===== src/rtl/pc_fetch_unit.sv =====
`default_nettype none
// ============================================================================
// Module      : pc_fetch_unit
// Description : Program counter owner and fetch sequencer (run / single-step /
//               halted) with IF/ID flush generation and fetch-cycle counter.
// Revision    : 1.0 - initial release
// ============================================================================
module pc_fetch_unit #(
    parameter int               NB_PC    = 32,
    parameter logic [NB_PC-1:0] RESET_PC = '0,
    parameter int               NB_CNT   = 32
) (
    input  logic              i_clk,
    input  logic              i_rst,
    input  logic              i_start,
    input  logic              i_step_mode,
    input  logic              i_step,
    input  logic              i_pc_mux_ctrl,
    input  logic [NB_PC-1:0]  i_target_addr,
    input  logic              i_stall,
    input  logic              i_halt_fetched,
    output logic [NB_PC-1:0]  o_pc,
    output logic [NB_PC-1:0]  o_pc_plus4,
    output logic              o_fetch_en,
    output logic              o_flush_ifid,
    output logic              o_halted,
    output logic [NB_CNT-1:0] o_cycle_cnt
);

    localparam logic [NB_PC-1:0]  c_pc_step  = NB_PC'(4);
    localparam logic [NB_CNT-1:0] c_cnt_step = NB_CNT'(1);

    typedef enum logic [2:0] {
        ST_IDLE      = 3'd0,
        ST_RUN       = 3'd1,
        ST_STEP_WAIT = 3'd2,
        ST_STEP_EXEC = 3'd3,
        ST_HALTED    = 3'd4
    } state_t;

    state_t             r_state;
    state_t             w_state_next;
    logic [NB_PC-1:0]   r_pc;
    logic [NB_PC-1:0]   w_pc_next;
    logic [NB_CNT-1:0]  r_cycle_cnt;
    logic               w_fetch_en;
    logic               w_flush;

    always_ff @(posedge i_clk) begin
        if (i_rst) begin
            r_state     <= ST_IDLE;
            r_pc        <= RESET_PC;
            r_cycle_cnt <= '0;
        end else begin
            r_state <= w_state_next;
            r_pc    <= w_pc_next;
            if (w_fetch_en) begin
                r_cycle_cnt <= r_cycle_cnt + c_cnt_step;
            end
        end
    end

    // A fetched HALT suppresses the PC update and any redirect flush.
    always_comb begin
        w_state_next = r_state;
        w_fetch_en   = 1'b0;
        w_flush      = 1'b0;
        case (r_state)
            ST_IDLE: begin
                if (i_start) begin
                    w_state_next = i_step_mode ? ST_STEP_WAIT : ST_RUN;
                end
            end
            ST_RUN: begin
                w_fetch_en = ~i_stall & ~i_halt_fetched & ~i_rst;
                if (i_halt_fetched) begin
                    w_state_next = ST_HALTED;
                end
            end
            ST_STEP_WAIT: begin
                if (i_step) begin
                    w_state_next = ST_STEP_EXEC;
                end
            end
            ST_STEP_EXEC: begin
                w_fetch_en   = ~i_stall & ~i_halt_fetched & ~i_rst;
                w_state_next = i_halt_fetched ? ST_HALTED : ST_STEP_WAIT;
            end
            ST_HALTED: begin
                w_state_next = ST_HALTED;
            end
            default: begin
                w_state_next = ST_IDLE;
            end
        endcase
        w_flush = w_fetch_en & i_pc_mux_ctrl;
    end

    always_comb begin
        w_pc_next = r_pc;
        if (w_fetch_en) begin
            w_pc_next = i_pc_mux_ctrl ? i_target_addr : (r_pc + c_pc_step);
        end
    end

    assign o_pc         = r_pc;
    assign o_pc_plus4   = r_pc + c_pc_step;
    assign o_fetch_en   = w_fetch_en;
    assign o_flush_ifid = w_flush;
    assign o_halted     = (r_state == ST_HALTED);
    assign o_cycle_cnt  = r_cycle_cnt;

endmodule
`default_nettype wire


===== config.mk =====
export PLATFORM = sky130hd
export DESIGN_NAME = pc_fetch_unit
export DESIGN_NICKNAME = d
export VERILOG_FILES = /design/src/rtl/pc_fetch_unit.sv
export SDC_FILE = /design/constraint.sdc
export NUM_CORES = 1
export LEC_CHECK = 0
export ABC_AREA = 1
export BUFFER_PORTS_ARGS = -buffer_cell sky130_fd_sc_hd__clkbuf_2
export CORE_UTILIZATION = 45
export CTS_CLUSTER_SIZE = 14
export DETAILED_ROUTE_END_ITERATION = 7
export PLACE_DENSITY = 0.72
export SETUP_SLACK_MARGIN = 0.05
export SLEW_MARGIN = 20
export SYNTH_ARGS = -nofsm -noshare
export SYNTH_HDL_FRONTEND = slang
export SYNTH_SLANG_ARGS = --single-unit

===== constraint.sdc =====
create_clock -name i_clk -period 1.9 [get_ports i_clk]
set_input_delay 0.38 -clock i_clk [delete_from_list [all_inputs] [get_ports i_clk]]
set_output_delay 0.38 -clock i_clk [all_outputs]
set_load 0.03 [all_outputs]

==> run metrics <==
max_cap viols=0; failing checks=design-rule violations, negative setup slack; Vias/cell=5.42; clk buf depth=2; Critical Path AT=1.95 ns; DRC=13; Reg power frac=0.447; Cell variety after synth=40; maximum vdd drop=0.538 mV; multi-input logic area=between 2000 and 3000 um2; Synth Warn #=0; LEAKAGE=2.68 nW; Core Area=approximately 8800 um2; Reg area=1400 um2; HP Start=i_target_addr[0]; RSZ-0062 raised after global routing=yes; Final setup violation count=27; DP HPWL=9.74 mm; Root Driver=clkbuf_8; clock share of power=0.382; total wire length=15.8 mm; min cycle time layout=2.33 ns; Mapped Nets=between 700 and 800; Total GRT Usage=0.294; Worst Path Max Fanout=4; syn_area_per_cell=6.25 um2; post-synth top area cell=dfxtp_1; CP Capture Type=primary output; status=complete, but fails checks; area fraction of the dominant cell type after synthesis=0.322; Period Utilization, post-route=1.23; number of inserted diodes=0; Tightest Pin Transition=0.535 ns; GP Congestion=0.922; CTS clk-pin slew, worst paths=0.08 ns; sequential element share of the synthesized area=0.322; fin. max-slew vios=0; Crit Path Class=register to primary output; clock sink count=67; Comb pwr share=0.171; FF-to-FF Start=o_pc[3]; Fin. Hold Viols=0; DIE AREA=9660 um2; largest net degree at the start of global routing=46; power per cell area=512 nW/um2; Initial Utilization=0.471; FF+latch count, synth=67; Vert. Die Dim=98.3 um; Congestion Overflow GR=0; Psw=0.00104 W; FILL cells=628; Area Overhead vs Synth=57.0%; via count of the first global-routing pass=4,764; ratio of cells with drive above 1 in the final layout=0.408; DRT antenna net count=0; Startpoint Class=register; largest cells by area after synthesis=dfxtp_1, nand2_1, nor2_1, a21oi_1, a22oi_1; fin util=0.740; initial DRC count=between 400 and 500; CTS tree=yes; drt wl/cell=16.0 um; hold slack=about 0.26 ns; Sw Share=0.311; io pins=139; fmax=429 MHz; Mapped Cells=667; H-tree levels=3; Design Power=0.00335 W; clock skew after layout=0.0133 ns; Min-Delay Path Class=input pin to register; Max-Slew Margin vs Limit=0.643; global-route wire length before repair=22.8 mm; row count=34; Nets=914; detailed-route via count=about 5,300; Internal=about 0.0023 W; Worst-Skew Late Latency=0.36 ns; Die Wd=98.3 um; TritonCTS Buffers=9; setup TNS=-7.39 ns; Detailed Routing Iterations Pass 1=8; Mapped Area=4170 um2; slack of the critical path=-0.431 ns; WP data required=1.52 ns; initial antenna violation count=0; port bufs=138; Worst Setup SP=o_pc[3]
## Yosys cell counts (all sizes together)
| master | instances |
|---|---|
| nand2 | 234 |
| inv | 46 |
| nand3 | 34 |
| and2 | 6 |
| nor4 | 1 |
| buf | 15 |
| or2 | 1 |
| a22oi | 25 |
| clkinv | 2 |
| o21ai | 12 |
| nor3b | 2 |
| nand4 | 2 |
| clkbuf | 6 |
| a211oi | 3 |
| nor3 | 6 |
| nand3b | 6 |
| nor2 | 125 |
| ha | 2 |
| o21ba | 1 |
| xor2 | 12 |
| a31o | 1 |
| a31oi | 3 |
| a21oi | 49 |
| and3 | 1 |
| xnor2 | 4 |
| dfxtp | 67 |
| o2111ai | 1 |
## repair_timing
action                     in CTS  in global routing
hold buffers                    0                  0
setup buffers                  28                 19
resized for setup             118                 68
pin swaps                      33                 45
setup endpoints to repair      27                 38
hold endpoints to repair        0                  0
## placed cells by master (no fill, tap or decap), drive strengths merged, types with 12 or more instances in the layout
cell type / n
a21oi: 49
a22oi: 25
buf: 98
clkbuf: 127
dfxtp: 67
inv: 46
nand2: 234
nand3: 34
nor2: 125
o21ai: 12
xor2: 12
## flip-flops by register name (all words and copies together), names as in the netlist
name,flops
o_pc,32
o_cycle_cnt,32
r_state,3
## worst paths after layout
path / to / slack [ns] / depth (start not counted)
worst max-delay path: o_pc_plus4[14] / -0.43 / 8
worst min register to register: o_cycle_cnt[13] / 0.47 / 2
worst min-delay path: o_pc[0] / 0.26 / 3
worst max register to register: o_pc[20] / -0.27 / 17
## metal layers
metal / up-vias / track usage / share of wire
met4: 0 / 0.121 / 0.038
met1: 2435 / 0.386 / 0.40
met5: - / 0 / 0
li1: 2551 / - / -
met2: 292 / 0.482 / 0.49
met3: 62 / 0.0444 / 0.079
## metrics by stage
step	cells	area, um2	setup slack (ns)
after floorplan	667	4350	0.0557
after global placement	924	5340	0.0121
after detailed placement	924	5340	-0.0190
after CTS	968	6210	-0.324
after global routing	985	6550	-0.483
final	985	6550	-0.431
## layout make-up
type | instances | share of cell area
multi-input combinational | 531 | 0.449
timing repair buffer | 215 | 0.256
sequential | 67 | 0.214
inverter | 48 | 0.0290
clock buffer | 10 | 0.0210
tap | 108 | 0.0206
clock inverter | 6 | 0.00993
## cell families (layout without fill, tap and decap cells)
family,after synthesis,in the layout,synth area share
AO/OA/AOI/OAI,95,95,0.135
XOR/XNOR,16,16,0.0354
adder cells (fa/ha/maj),2,2,0.00600
buffers and inverters,69,279,0.0720
flip-flops,67,67,0.322
AND/OR/NAND/NOR,418,418,0.430
## power by group through the flow
stage          Sequential (W)  Clock, W  Combinational, W
2_1_floorplan         0.00155         0          0.000301
3_3_place_gp          0.00152         0          0.000473
3_5_place_dp          0.00152         0          0.000493
4_1_cts               0.00149   0.00126          0.000538
5_1_grt               0.00150   0.00133          0.000619
6_report              0.00150   0.00128          0.000575
## worst max-delay path: stages, from the launching register on
cell      delay (ns)
dfxtp_4         0.38
ha_4            0.15
nand2_4         0.05
nor2_4          0.14
nand2_4         0.11
nor2_4          0.18
buf_4           0.16
xor2_2          0.22
clkbuf_8        0.21
Power figures use the tool's default switching activity.
